### config.mk
export PLATFORM = sky130hd
export DESIGN_NAME = conv_operand_feeder
export DESIGN_NICKNAME = d
export VERILOG_FILES = /design/src/rtl/conv_operand_feeder.sv
export SDC_FILE = /design/constraint.sdc
export NUM_CORES = 1
export LEC_CHECK = 0
export ABC_AREA = 1
export CORE_ASPECT_RATIO = 0.6
export CORE_MARGIN = 5
export CORE_UTILIZATION = 35
export DETAILED_ROUTE_END_ITERATION = 7
export PLACE_DENSITY = 0.59
export SLEW_MARGIN = 20
export SYNTH_ARGS = -nofsm -noshare
export SYNTH_HDL_FRONTEND = slang
export SYNTH_SLANG_ARGS = --single-unit
### constraint.sdc
create_clock -name clk -period 7 [get_ports clk]
set_input_delay 1.4 -clock clk [delete_from_list [all_inputs] [get_ports clk]]
set_output_delay 1.4 -clock clk [all_outputs]
set_load 0.005 [all_outputs]
### src/rtl/conv_operand_feeder.sv
// Streams (image, kernel) operand pairs for every MxM window of an NxN image,
// one pair per accepted beat, from internal register buffers loaded while idle.
module conv_operand_feeder #(
  parameter int N = 3,
  parameter int M = 2
) (
  input  logic        clk,
  input  logic        rst,
  input  logic        wr_en,
  input  logic        wr_sel,
  input  logic [7:0]  wr_addr,
  input  logic [31:0] wr_data,
  input  logic        start,
  input  logic        ready_in,
  output logic [31:0] a_out,
  output logic [31:0] b_out,
  output logic        valid,
  output logic        win_last,
  output logic        frame_last,
  output logic        busy,
  output logic        done
);

  localparam int IMG_SZ = N * N;
  localparam int KER_SZ = M * M;
  localparam int IMG_AW = (IMG_SZ > 1) ? $clog2(IMG_SZ) : 1;
  localparam int KER_AW = (KER_SZ > 1) ? $clog2(KER_SZ) : 1;
  localparam logic [7:0] K_LAST = 8'(M - 1);
  localparam logic [7:0] W_LAST = 8'(N - M);

  typedef enum logic [1:0] {
    ST_IDLE,
    ST_RUN,
    ST_DONE
  } state_t;

  state_t state_q;

  logic [31:0] img_q [IMG_SZ];
  logic [31:0] ker_q [KER_SZ];

  logic [7:0] r_q, c_q, i_q, j_q;
  logic [7:0] r_d, c_d, i_d, j_d;
  logic       win_d, frame_d;

  logic [IMG_AW-1:0] img_rd_addr;
  logic [KER_AW-1:0] ker_rd_addr;

  logic [31:0] a_q, b_q;
  logic        valid_q, win_q, frame_q, busy_q, done_q;
  logic        wr_ok;

  // Buffers are only writable while idle; out-of-range addresses match no element.
  assign wr_ok = wr_en && (state_q == ST_IDLE);

  genvar gi;
  generate
    for (gi = 0; gi < IMG_SZ; gi++) begin : g_img
      always_ff @(posedge clk) begin
        if (rst) begin
          img_q[gi] <= '0;
        end else if (wr_ok && !wr_sel && (wr_addr == 8'(gi))) begin
          img_q[gi] <= wr_data;
        end
      end
    end
    for (gi = 0; gi < KER_SZ; gi++) begin : g_ker
      always_ff @(posedge clk) begin
        if (rst) begin
          ker_q[gi] <= '0;
        end else if (wr_ok && wr_sel && (wr_addr == 8'(gi))) begin
          ker_q[gi] <= wr_data;
        end
      end
    end
  endgenerate

  // Indices of the pair to present next: the first pair when idle, else the successor.
  always_comb begin
    r_d = r_q;
    c_d = c_q;
    i_d = i_q;
    j_d = j_q;
    if (state_q == ST_IDLE) begin
      r_d = '0;
      c_d = '0;
      i_d = '0;
      j_d = '0;
    end else if (j_q == K_LAST) begin
      j_d = '0;
      if (i_q == K_LAST) begin
        i_d = '0;
        if (c_q == W_LAST) begin
          c_d = '0;
          r_d = r_q + 8'd1;
        end else begin
          c_d = c_q + 8'd1;
        end
      end else begin
        i_d = i_q + 8'd1;
      end
    end else begin
      j_d = j_q + 8'd1;
    end
    win_d   = (i_d == K_LAST) && (j_d == K_LAST);
    frame_d = win_d && (r_d == W_LAST) && (c_d == W_LAST);
  end

  assign img_rd_addr = IMG_AW'(32'(r_d + i_d) * N + 32'(c_d + j_d));
  assign ker_rd_addr = KER_AW'(32'(i_d) * M + 32'(j_d));

  always_ff @(posedge clk) begin
    if (rst) begin
      state_q <= ST_IDLE;
      r_q     <= '0;
      c_q     <= '0;
      i_q     <= '0;
      j_q     <= '0;
      a_q     <= '0;
      b_q     <= '0;
      valid_q <= 1'b0;
      win_q   <= 1'b0;
      frame_q <= 1'b0;
      busy_q  <= 1'b0;
      done_q  <= 1'b0;
    end else begin
      case (state_q)
        ST_IDLE: begin
          done_q <= 1'b0;
          if (start) begin
            state_q <= ST_RUN;
            busy_q  <= 1'b1;
            valid_q <= 1'b1;
            r_q     <= r_d;
            c_q     <= c_d;
            i_q     <= i_d;
            j_q     <= j_d;
            a_q     <= img_q[img_rd_addr];
            b_q     <= ker_q[ker_rd_addr];
            win_q   <= win_d;
            frame_q <= frame_d;
          end
        end
        ST_RUN: begin
          if (ready_in) begin
            if (frame_q) begin
              state_q <= ST_DONE;
              busy_q  <= 1'b0;
              valid_q <= 1'b0;
              done_q  <= 1'b1;
              a_q     <= '0;
              b_q     <= '0;
              win_q   <= 1'b0;
              frame_q <= 1'b0;
            end else begin
              r_q     <= r_d;
              c_q     <= c_d;
              i_q     <= i_d;
              j_q     <= j_d;
              a_q     <= img_q[img_rd_addr];
              b_q     <= ker_q[ker_rd_addr];
              win_q   <= win_d;
              frame_q <= frame_d;
            end
          end
        end
        ST_DONE: begin
          state_q <= ST_IDLE;
          done_q  <= 1'b0;
        end
        default: state_q <= ST_IDLE;
      endcase
    end
  end

  assign a_out      = a_q;
  assign b_out      = b_q;
  assign valid      = valid_q;
  assign win_last   = win_q;
  assign frame_last = frame_q;
  assign busy       = busy_q;
  assign done       = done_q;

endmodule
Word-level counts from Yosys, hierarchy flattened
Memory sizes are Yosys's and may differ from the RTL's.
Index checks and enable logic that the tools add are counted.
{ "word_totals": {"register_bits": 102, "latchBits": 0, "ram_bits": 416, "romBits": 0, "inputBits": 46, "output_inout_bits": 69, "word_cells": 196, "n_memories": 2} }
{ "memory_table": {"columns": ["memory", "words", "word_bits", "rd", "rd_ports_with_merged_regs", "wr", "line_no", "source"], "rows": [
  ["img_q", 9, 32, 1, 0, 9, "39", "logic [31:0] img_q [IMG_SZ];"],
  ["ker_q", 4, 32, 1, 0, 4, "40", "logic [31:0] ker_q [KER_SZ];"]
]} }
{ "classes": {"addsub": 8, "multipliers": 1, "n_div": 0, "order_cmp": 0, "eq_ne": 21, "shifts": 0, "mux": 110, "bitwise": 13, "reduce_logical": 30} }
{ "op_table": {"columns": ["op", "n"], "rows": [
  ["$mux W32", 19],
  ["$mux W8", 25],
  ["$pmux W32 S2", 2],
  ["$eq A8 B1 Y1 const B", 8],
  ["$pmux W8 S2", 4],
  ["$mux W1", 52],
  ["$add A8 B1 Y8 const B", 4],
  ["$eq A8 B3 Y1 const B", 4],
  ["$logic_and A1 B1 Y1", 19],
  ["$eq A8 B2 Y1 const B", 2],
  ["$or A1 B1 Y1", 13],
  ["$add A8 B8 Y9", 1],
  ["$mul A9 B2 Y4 const B", 1],
  ["$reduce_and A3 Y1", 3],
  ["$add A4 B4 Y4", 2],
  ["$eq A8 B4 Y1 const B", 1],
  ["$logic_not A8 Y1", 1],
  ["$ne A2 B2 Y1 const B", 4],
  ["$pmux W1 S2", 4],
  ["$reduce_and A4 Y1", 2],
  ["$mux W2", 3],
  ["$pmux W2 S2", 1],
  ["$reduce_bool A2 Y1", 2],
  ["$add A2 B2 Y2", 1],
  ["other kinds (5)", 5]
]} }

Depth between registers and ports, before layout
Gate-level depths: netlist of run 1.
An unclocked memory read counts as a cell.
{ "logic_depth": {"depth_word": 12, "depth_mapped": 32, "ltp_nobuf": 31} }

Least setup slack after synthesis of run 1
No wires, ideal clock.
{ "synth_path": {"path_type": "input-to-reg", "from": "input port wr_addr[5]", "to": "memory img_q[4][0], enable pin", "setup_ns": 0.466, "arrival_time_ns": 4.481, "required_ns": 6.534, "path_slack_ns": 2.053, "path_stages": 5, "n_path_buf": 0, "path_cell_list": "nor4_1 -> inv_1 -> nor3_1 -> inv_1 -> o21ai_0"} }
{ "synth_lines": {"columns": ["element", "line_no", "source"], "rows": [
  ["start, declared", "11", "input logic [7:0] wr_addr,"],
  ["end, declared", "39", null]
]} }

Worst setup path after layout of run 1
{ "layout_path": {"from": "register j_q[0]", "to": "register a_q[21], in the netlist a_out[21]"} }
{ "layout_via": {"elab_chain_cells": 10, "elab_cells_between_ends": 19, "classes_between": "add/sub: 4; mul: 1; eq/ne: 1; mux: 12; memory: 1"} }
{ "layout_lines": {"columns": ["element", "line_no", "source"], "rows": [
  ["start, declared", "42", "logic [7:0] r_q, c_q, i_q, j_q;"],
  ["start signal, assigned", "137", "j_q <= j_d;"],
  ["start signal, assigned", "159", "j_q <= j_d;"],
  ["$eq A8 B1 Y1 (*)", "89", "end else if (j_q == K_LAST) begin"],
  ["$mux W8 (*)", "89", null],
  ["$mux W8 (*)", "84", "if (state_q == ST_IDLE) begin"],
  ["via r_d[0]", "43", "logic [7:0] r_d, c_d, i_d, j_d;"],
  ["$add A8 B8 Y9 (*)", "109", "assign img_rd_addr = IMG_AW'(32'(r_d + i_d) * N + 32'(c_d + j_d));"],
  ["$mul A9 B2 Y4 (*)", "109", null],
  ["$add A4 B4 Y4 (*)", "109", null],
  ["$mem_v2 Z9 W32 (*)", null, null],
  ["$mux W32", "146", "if (frame_q) begin"],
  ["$mux W32", "145", "if (ready_in) begin"],
  ["$pmux W32 S2 (*)", "127", "case (state_q)"],
  ["end signal, assigned", "138", "a_q <= img_q[img_rd_addr];"],
  ["end signal, assigned", "160", "a_q <= img_q[img_rd_addr];"],
  ["end, declared", "49", "logic [31:0] a_q, b_q;"]
]} }
Mark *: on every way through the listed nets, which the timed path passes. The rest lies on a longest branch. The select of a mux whose other input is x is not followed.
A chain may end at the register's enable or synchronous reset.

==> results.ini, run 1 <==
[outcome]
status=completed

[timing]
worst_slack_ns=0.433
setup_viol=0
period_share=0.938
finalHoldViolCount=0
maxSlewHeadroom=0.277
fmax_ghz=0.152
grt_setup_unrepaired=no
tightest_slew_ns=1.08
final.min_clock_period_ns=6.57
drv_slew=0
clock_skew_ns=0.0323
final.setup.tns_ns=0

[routing]
dr.pass1.iters=5
drtAntennaViolNets=0
dr_total_vias=17800
detail_route.wl_per_cell_um=20.5
drc=0
drt-initial-drc-count=1919
routed_wl_mm=69.2
vias_per_cell=5.26

[global_route]
grt_max_degree=68
grt_pass1_wl_mm=105
overflow=0
grt_pass1_vias=17200
grt_util_all_layers=0.187
antenna_found_initial=0

[floorplan]
std_cell_rows=73
ios=115
start_util=0.354
coreArea_sq_um=66400
die_h_um=211
die_x_um=345
die_area_sq_um=72600

[worst_setup_path]
crit_top_cell=inv_1
worstPathMaxFanout=32
start_kind=flip-flop
r2r-start=j_q[0]
rr_endpoint=a_out[21]
required_ns=7.44
cpPeakStageDelay_ns=0.65
reg2reg_slack_ns=0.43
reg2reg_depth=28
cp.arrival_ns=7.01
cp_slowest_cell=nand2_4
worstSetupPathType=reg -> reg
endpoint_kind=flip-flop

[layout]
area_growth_pct=15.0
drive_gt1_frac=0.0806
fillers=6386
post-route-util=0.407
fin_area_sq_um=27000
antennaDiodeCount=0
fin_nets=2505

[place]
dp_hpwl_mm=41.7
place_congestion=0.889
port_buffers=114
placed_area_sq_um=25400
pre_cts_ws_ns=0.487

[clock_network]
cts.sinks=518
clk_latency_ns=0.59
cts_tree=yes
h-tree-depth=2
post_cts_buffers=0
cts_buffers=48
clk_pin_slew_ns=0.07
root_buffer=clkbuf_16
hold_buffers=0
clk_path_buf_depth=3
cts.repair.resized=0

[power]
p_leak_uw=0.0104
power_density_nw_per_um2=280
power.total_uw=7550
vdd_drop_max_uv=184

[logic_synthesis]
ys_types=46
synth_compound_area_frac=0.0939
muxShareOfSynthArea=0.0136
synthSimpleGateAreaFrac=0.200
synth.cell_area_sq_um=23500
synth_top_family_by_area=simple AND/OR/NAND/NOR gates
seq_area_frac_synth=0.618
yosys_warnings=0
syn_area_per_cell_sq_um=9.69
synth-xor-area-share=0.00639
synthAdderAreaFrac=0.0120
synth_nets=2490
synthesis.instances=2425
ys_ff_latch=518

[worst_hold_path]
hp-start=b_out[5]
whs_endpoint=b_out[5]
holdPathStages=2
hold_path_class=reg -> reg

[run]
drv_cap=0

==> layout by cell type, fill, tap and decap left out, types with 18 or more instances in the layout <==
master,n
a21oi_1,115
a21oi_2,18
a31oi_1,32
a32oi_1,32
buf_4,35
clkbuf_16,50
clkdlybuf4s50_1,113
dfxtp_1,102
edfxtp_1,416
inv_1,127
mux2i_1,32
nand2_1,475
nand3_1,111
nor2_1,498
o21ai_0,117
o221ai_1,32
==> metrics by stage <==
step                      hold WS, ns  cells
after floorplan                 0.449   2425
after global placement          0.454   3290
after detailed placement        0.455   3290
after CTS                       0.465   3380
after global routing            0.493   3380
final                           0.462   3380
==> cells in the mapped netlist, drive strengths merged <==
master / instances / share of area
o221ai: 32 / 0.012
edfxtp: 416 / 0.53
buf: 48 / 0.011
a21oi: 134 / 0.031
clkbuf: 137 / 0.022
and3: 1 / 0.00027
dfxtp: 102 / 0.087
a21o: 1 / 0.00032
nand2: 488 / 0.080
xnor2: 3 / 0.0011
ha: 13 / 0.0069
nor3: 10 / 0.0026
nand3b: 3 / 0.0015
o21a: 1 / 0.00032
xor2: 12 / 0.0053
clkinv: 2 / 0.00032
inv: 143 / 0.023
or2: 5 / 0.0013
o21ai: 131 / 0.028
nor4: 5 / 0.0026
fa: 6 / 0.0051
o211ai: 4 / 0.0013
mux2i: 32 / 0.014
a211oi: 1 / 0.00032
a32oi: 32 / 0.012
nand3: 116 / 0.026
nand4: 5 / 0.0013
a31oi: 32 / 0.0085
nor2: 510 / 0.084
==> layer usage <==
| metal | GRT usage | wire length (um) | part of all wire | vias to the layer above |
|---|---|---|---|---|
| met5 | 0 | 0 | 0 | - |
| met1 | 0.289 | 32600 | 0.47 | 8712 |
| li1 | - | - | - | 8210 |
| met4 | 0.0368 | 1090 | 0.016 | 0 |
| met2 | 0.273 | 28900 | 0.42 | 791 |
| met3 | 0.0370 | 6680 | 0.096 | 78 |
==> flip-flops by register name, summed over array words and instances (netlist names), 2 cells and up <==
name / flops
state_q: 2
img_q: 288
c_q: 8
b_out: 32
i_q: 8
r_q: 8
ker_q: 128
j_q: 8
a_out: 32
==> report_power, final <==
part           leakage, uW  internal, uW  switching, uW
Combinational      0.00433           421            799
Sequential         0.00522          3450           97.7
Clock             0.000813          1560           1230
==> critical path, delay by kind of cell, from the launching register on <==
family | cells | cell delay [ns]
AND/OR/NAND/NOR | 13 | 2.80
buffers and inverters | 6 | 0.43
flip-flops | 1 | 0.48
AO/OA/AOI/OAI | 2 | 0.31
adder cells (fa/ha/maj) | 7 | 2.39
==> cell type report <==
type	instances	area (sq um)	area share
timing repair buffer	150	1430	0.0531
inverter	145	544	0.0201
clock inverter	31	320	0.0119
sequential	518	14500	0.538
tap	900	1130	0.0417
clock buffer	59	1340	0.0494
multi-input combinational	1577	7720	0.286
==> cells by family after synthesis <==
family,count (synthesis)
muxes,32
DFF,518
buffers and inverters,330
adders and majority gates,19
AOI/OAI and AO/OA,368
xor gates and xnor gates,15
and+or+nand+nor,1143
==> worst max path at each step <==
| stage | startpoint | cells past startpoint | slack (ns) | endpoint |
|---|---|---|---|---|
| global placement | j_q[0] | 28 | 0.68 | a_out[20] |
| finish | j_q[0] | 28 | 0.43 | a_out[21] |
| CTS | j_q[0] | 28 | 0.52 | a_out[23] |
| global route | j_q[0] | 28 | 0.08 | a_out[21] |
| floorplan | wr_addr[5] | 5 | 2.05 | img_q[4][0] |
| detailed placement | j_q[0] | 28 | 0.49 | a_out[23] |
(Power assumes the default switching activity.)
==> run 2: changes to the inputs <==
--- a/config.mk
+++ b/config.mk
@@ -8,9 +8,9 @@
 export ABC_AREA = 1
 export CORE_ASPECT_RATIO = 0.6
 export CORE_MARGIN = 5
-export CORE_UTILIZATION = 35
+export CORE_UTILIZATION = 50
 export DETAILED_ROUTE_END_ITERATION = 7
-export PLACE_DENSITY = 0.59
+export PLACE_DENSITY = 0.76
 export SLEW_MARGIN = 20
 export SYNTH_ARGS = -nofsm -noshare
 export SYNTH_HDL_FRONTEND = slang
==> constraint.sdc (replaced) <==
create_clock -name clk -period 7.35 [get_ports clk]
set_input_delay 1.47 -clock clk [delete_from_list [all_inputs] [get_ports clk]]
set_output_delay 1.47 -clock clk [all_outputs]
set_load 0.005 [all_outputs]
==> results.ini, run 2 (synthesis results as in run 1) <==
[layout]
antennaDiodeCount=0  ; unchanged
top_register=img_q  ; unchanged
fillers=3941  ; was 6386
largest_reg_flops=288  ; unchanged
post-route-util=0.571  ; was 0.407
final_common_cell=nor2_1  ; unchanged
area_growth_pct=12.8  ; was 15.0%
drive_gt1_frac=0.0758  ; was 0.0806
final_cell_mix=498 x nor2_1, 473 x nand2_1, 416 x edfxtp_1  ; was 498 x nor2_1, 475 x nand2_1, 416 x edfxtp_1
fin_nets=2506  ; was 2505
reg.largest.list=img_q (288), ker_q (128)  ; unchanged
final_cells=3109  ; was 3380

[worst_setup_path]
crit_family=adder cells  ; was simple AND/OR/NAND/NOR gates
rr_endpoint=a_out[15]  ; was a_out[21]
cp.buffers_inverters=5  ; was 6
cpPeakStageDelay_ns=0.58  ; was 0.65 ns
reg2reg_slack_ns=1.03  ; was 0.43 ns
crit_cells=26  ; was 28
crit_top_cell=inv_1  ; unchanged
required_ns=7.77  ; was 7.44 ns
cp.arrival_ns=6.74  ; was 7.01 ns
endpoint_kind=flip-flop  ; unchanged
worstSetupPathType=reg -> reg  ; unchanged
start_kind=flip-flop  ; unchanged
worstPathMaxFanout=33  ; was 32
r2r-start=j_q[0]  ; unchanged
cp_slowest_cell=nand2_4  ; unchanged
reg2reg_depth=26  ; was 28

[timing]
worst_slack_ns=1.03  ; was 0.433 ns
clock_skew_ns=0.0208  ; was 0.0323 ns
final.setup.tns_ns=0  ; unchanged
grt_setup_unrepaired=no  ; unchanged
final.min_clock_period_ns=6.32  ; was 6.57 ns
fin_hold_ws_ns=0.465  ; was 0.462 ns
finalHoldViolCount=0  ; unchanged
drv_slew=0  ; unchanged
period_share=0.860  ; was 0.938
setup_viol=0  ; unchanged
maxSlewHeadroom=0.241  ; was 0.277
fmax_ghz=0.158  ; was 0.152 GHz
tightest_slew_ns=1.14  ; was 1.08 ns

[place]
dp_cells=3023  ; was 3290
place_congestion=0.914  ; was 0.889
dp_hpwl_mm=38.3  ; was 41.7 mm
port_buffers=114  ; unchanged
pre_cts_ws_ns=1.13  ; was 0.487 ns

[floorplan]
start_util=0.506  ; was 0.354
std_cell_rows=61  ; was 73
die_area_sq_um=51600  ; was 72600 sq um
coreArea_sq_um=46400  ; was 66400 sq um
die_x_um=290  ; was 345 um
ios=115  ; unchanged
die_h_um=178  ; was 211 um

[clock_network]
clk_path_buf_depth=3  ; unchanged
cts_tree=yes  ; unchanged
cts_buffers=46  ; was 48
clk_latency_ns=0.57  ; was 0.59 ns
cts.sinks=518  ; unchanged
h-tree-depth=2  ; unchanged
clk_pin_slew_ns=0.06  ; was 0.07 ns
root_buffer=clkbuf_16  ; unchanged
hold_buffers=0  ; unchanged
cts.repair.resized=0  ; unchanged
post_cts_buffers=0  ; unchanged

[worst_hold_path]
hold_path_class=reg -> reg  ; unchanged
hp-start=b_out[7]  ; was b_out[5]
whs_endpoint=b_out[7]  ; was b_out[5]
holdPathStages=2  ; unchanged

[routing]
dr_total_vias=17900  ; was 17800
drt-initial-drc-count=2111  ; was 1919
detail_route.wl_per_cell_um=20.7  ; was 20.5 um
drc=0  ; unchanged
routed_wl_mm=64.4  ; was 69.2 mm
dr.pass1.iters=6  ; was 5
vias_per_cell=5.77  ; was 5.26
drtAntennaViolNets=0  ; unchanged

[run]
drv_cap=0  ; unchanged

[outcome]
status=completed  ; unchanged

[global_route]
antenna_found_initial=0  ; unchanged
grt_max_degree=84  ; was 68
grt_pass1_vias=17300  ; was 17200
grt_pass1_wl_mm=99.7  ; was 105 mm
overflow=0  ; unchanged
grt_util_all_layers=0.245  ; was 0.187

[power]
p_leak_uw=0.0103  ; was 0.0104 uW
power_density_nw_per_um2=260  ; was 280 nW/um^2
vdd_drop_max_uv=208  ; was 184 uV

## run 2: changes by cell type in the layout (fill, tap and decap cells not counted), sizes merged
cell      previous run  this run
clkbuf              59        66
buf                 37        40
bufinv               5         2
clkinvlp             4         1
inv                148       143
## run 2: layout make-up
type	instances	area, sq um	area share
Timing Repair Buffer	153	1440	0.0545
Inverter	145	544	0.0205
Sequential cell	518	14500	0.548
Clock buffer	66	1310	0.0494
Clock inverter	20	140	0.00529
Multi-Input combinational cell	1577	7740	0.292
Tap cell	630	788	0.0297
## run 2: how the worst max path moves through the flow
stage | from | to
final | j_q[0] | a_out[15]
after global routing | j_q[0] | a_out[27]
after CTS | j_q[0] | a_out[15]
after detailed placement | j_q[0] | a_out[1]
after global placement | j_q[0] | a_out[27]
after floorplan | wr_addr[5] | img_q[4][0]
## run 2: metrics by stage
stage	total power, uW	instance area, sq um
3_5_place_dp	4550	25000
6_report	6890	26500
4_1_cts	6900	26500
5_1_grt	7170	26500
3_3_place_gp	4520	25000
2_1_floorplan	4130	23500
## run 2: routing by layer
| metal | global-route usage | share of wire |
|---|---|---|
| met3 | 0.0488 | 0.11 |
| met4 | 0.0607 | 0.020 |
| met2 | 0.387 | 0.45 |
| met1 | 0.354 | 0.42 |
| met5 | 0 | 0 |
## run 2: worst reg2reg max path: stages (launching register included)
cell and delay [ns]:
dfxtp_1 0.48, ha_1 0.22, nand3_1 0.12, nor2_4 0.33, nand2_2 0.18, nor2_4 0.24
inv_1 0.14, a21oi_2 0.23, ha_1 0.22, fa_1 0.47, fa_1 0.53, inv_1 0.05
fa_1 0.43, inv_1 0.10, ha_4 0.12, inv_1 0.05, fa_2 0.38, inv_1 0.06
nand3_1 0.09, nand3_1 0.11, nand2_1 0.09, xnor2_1 0.26, nand2_4 0.38, nand2_4 0.58
nand2_1 0.13, nand3_1 0.11, a21oi_1 0.08
## run 2: report_power, final
part	internal [uW]	switching (uW)
Clock	1310	1070
Combinational	397	740
Sequential	3290	81.7
==> run 3: changes to the inputs <==
--- a/config.mk
+++ b/config.mk
@@ -6,6 +6,7 @@
 export NUM_CORES = 1
 export LEC_CHECK = 0
 export ABC_AREA = 1
+export ABC_CLOCK_PERIOD_IN_PS = 7350
 export CORE_ASPECT_RATIO = 0.6
 export CORE_MARGIN = 5
 export CORE_UTILIZATION = 50
==> results of run 3 <==
No change in the layout: final DEF, timing and power equal those of run 2.
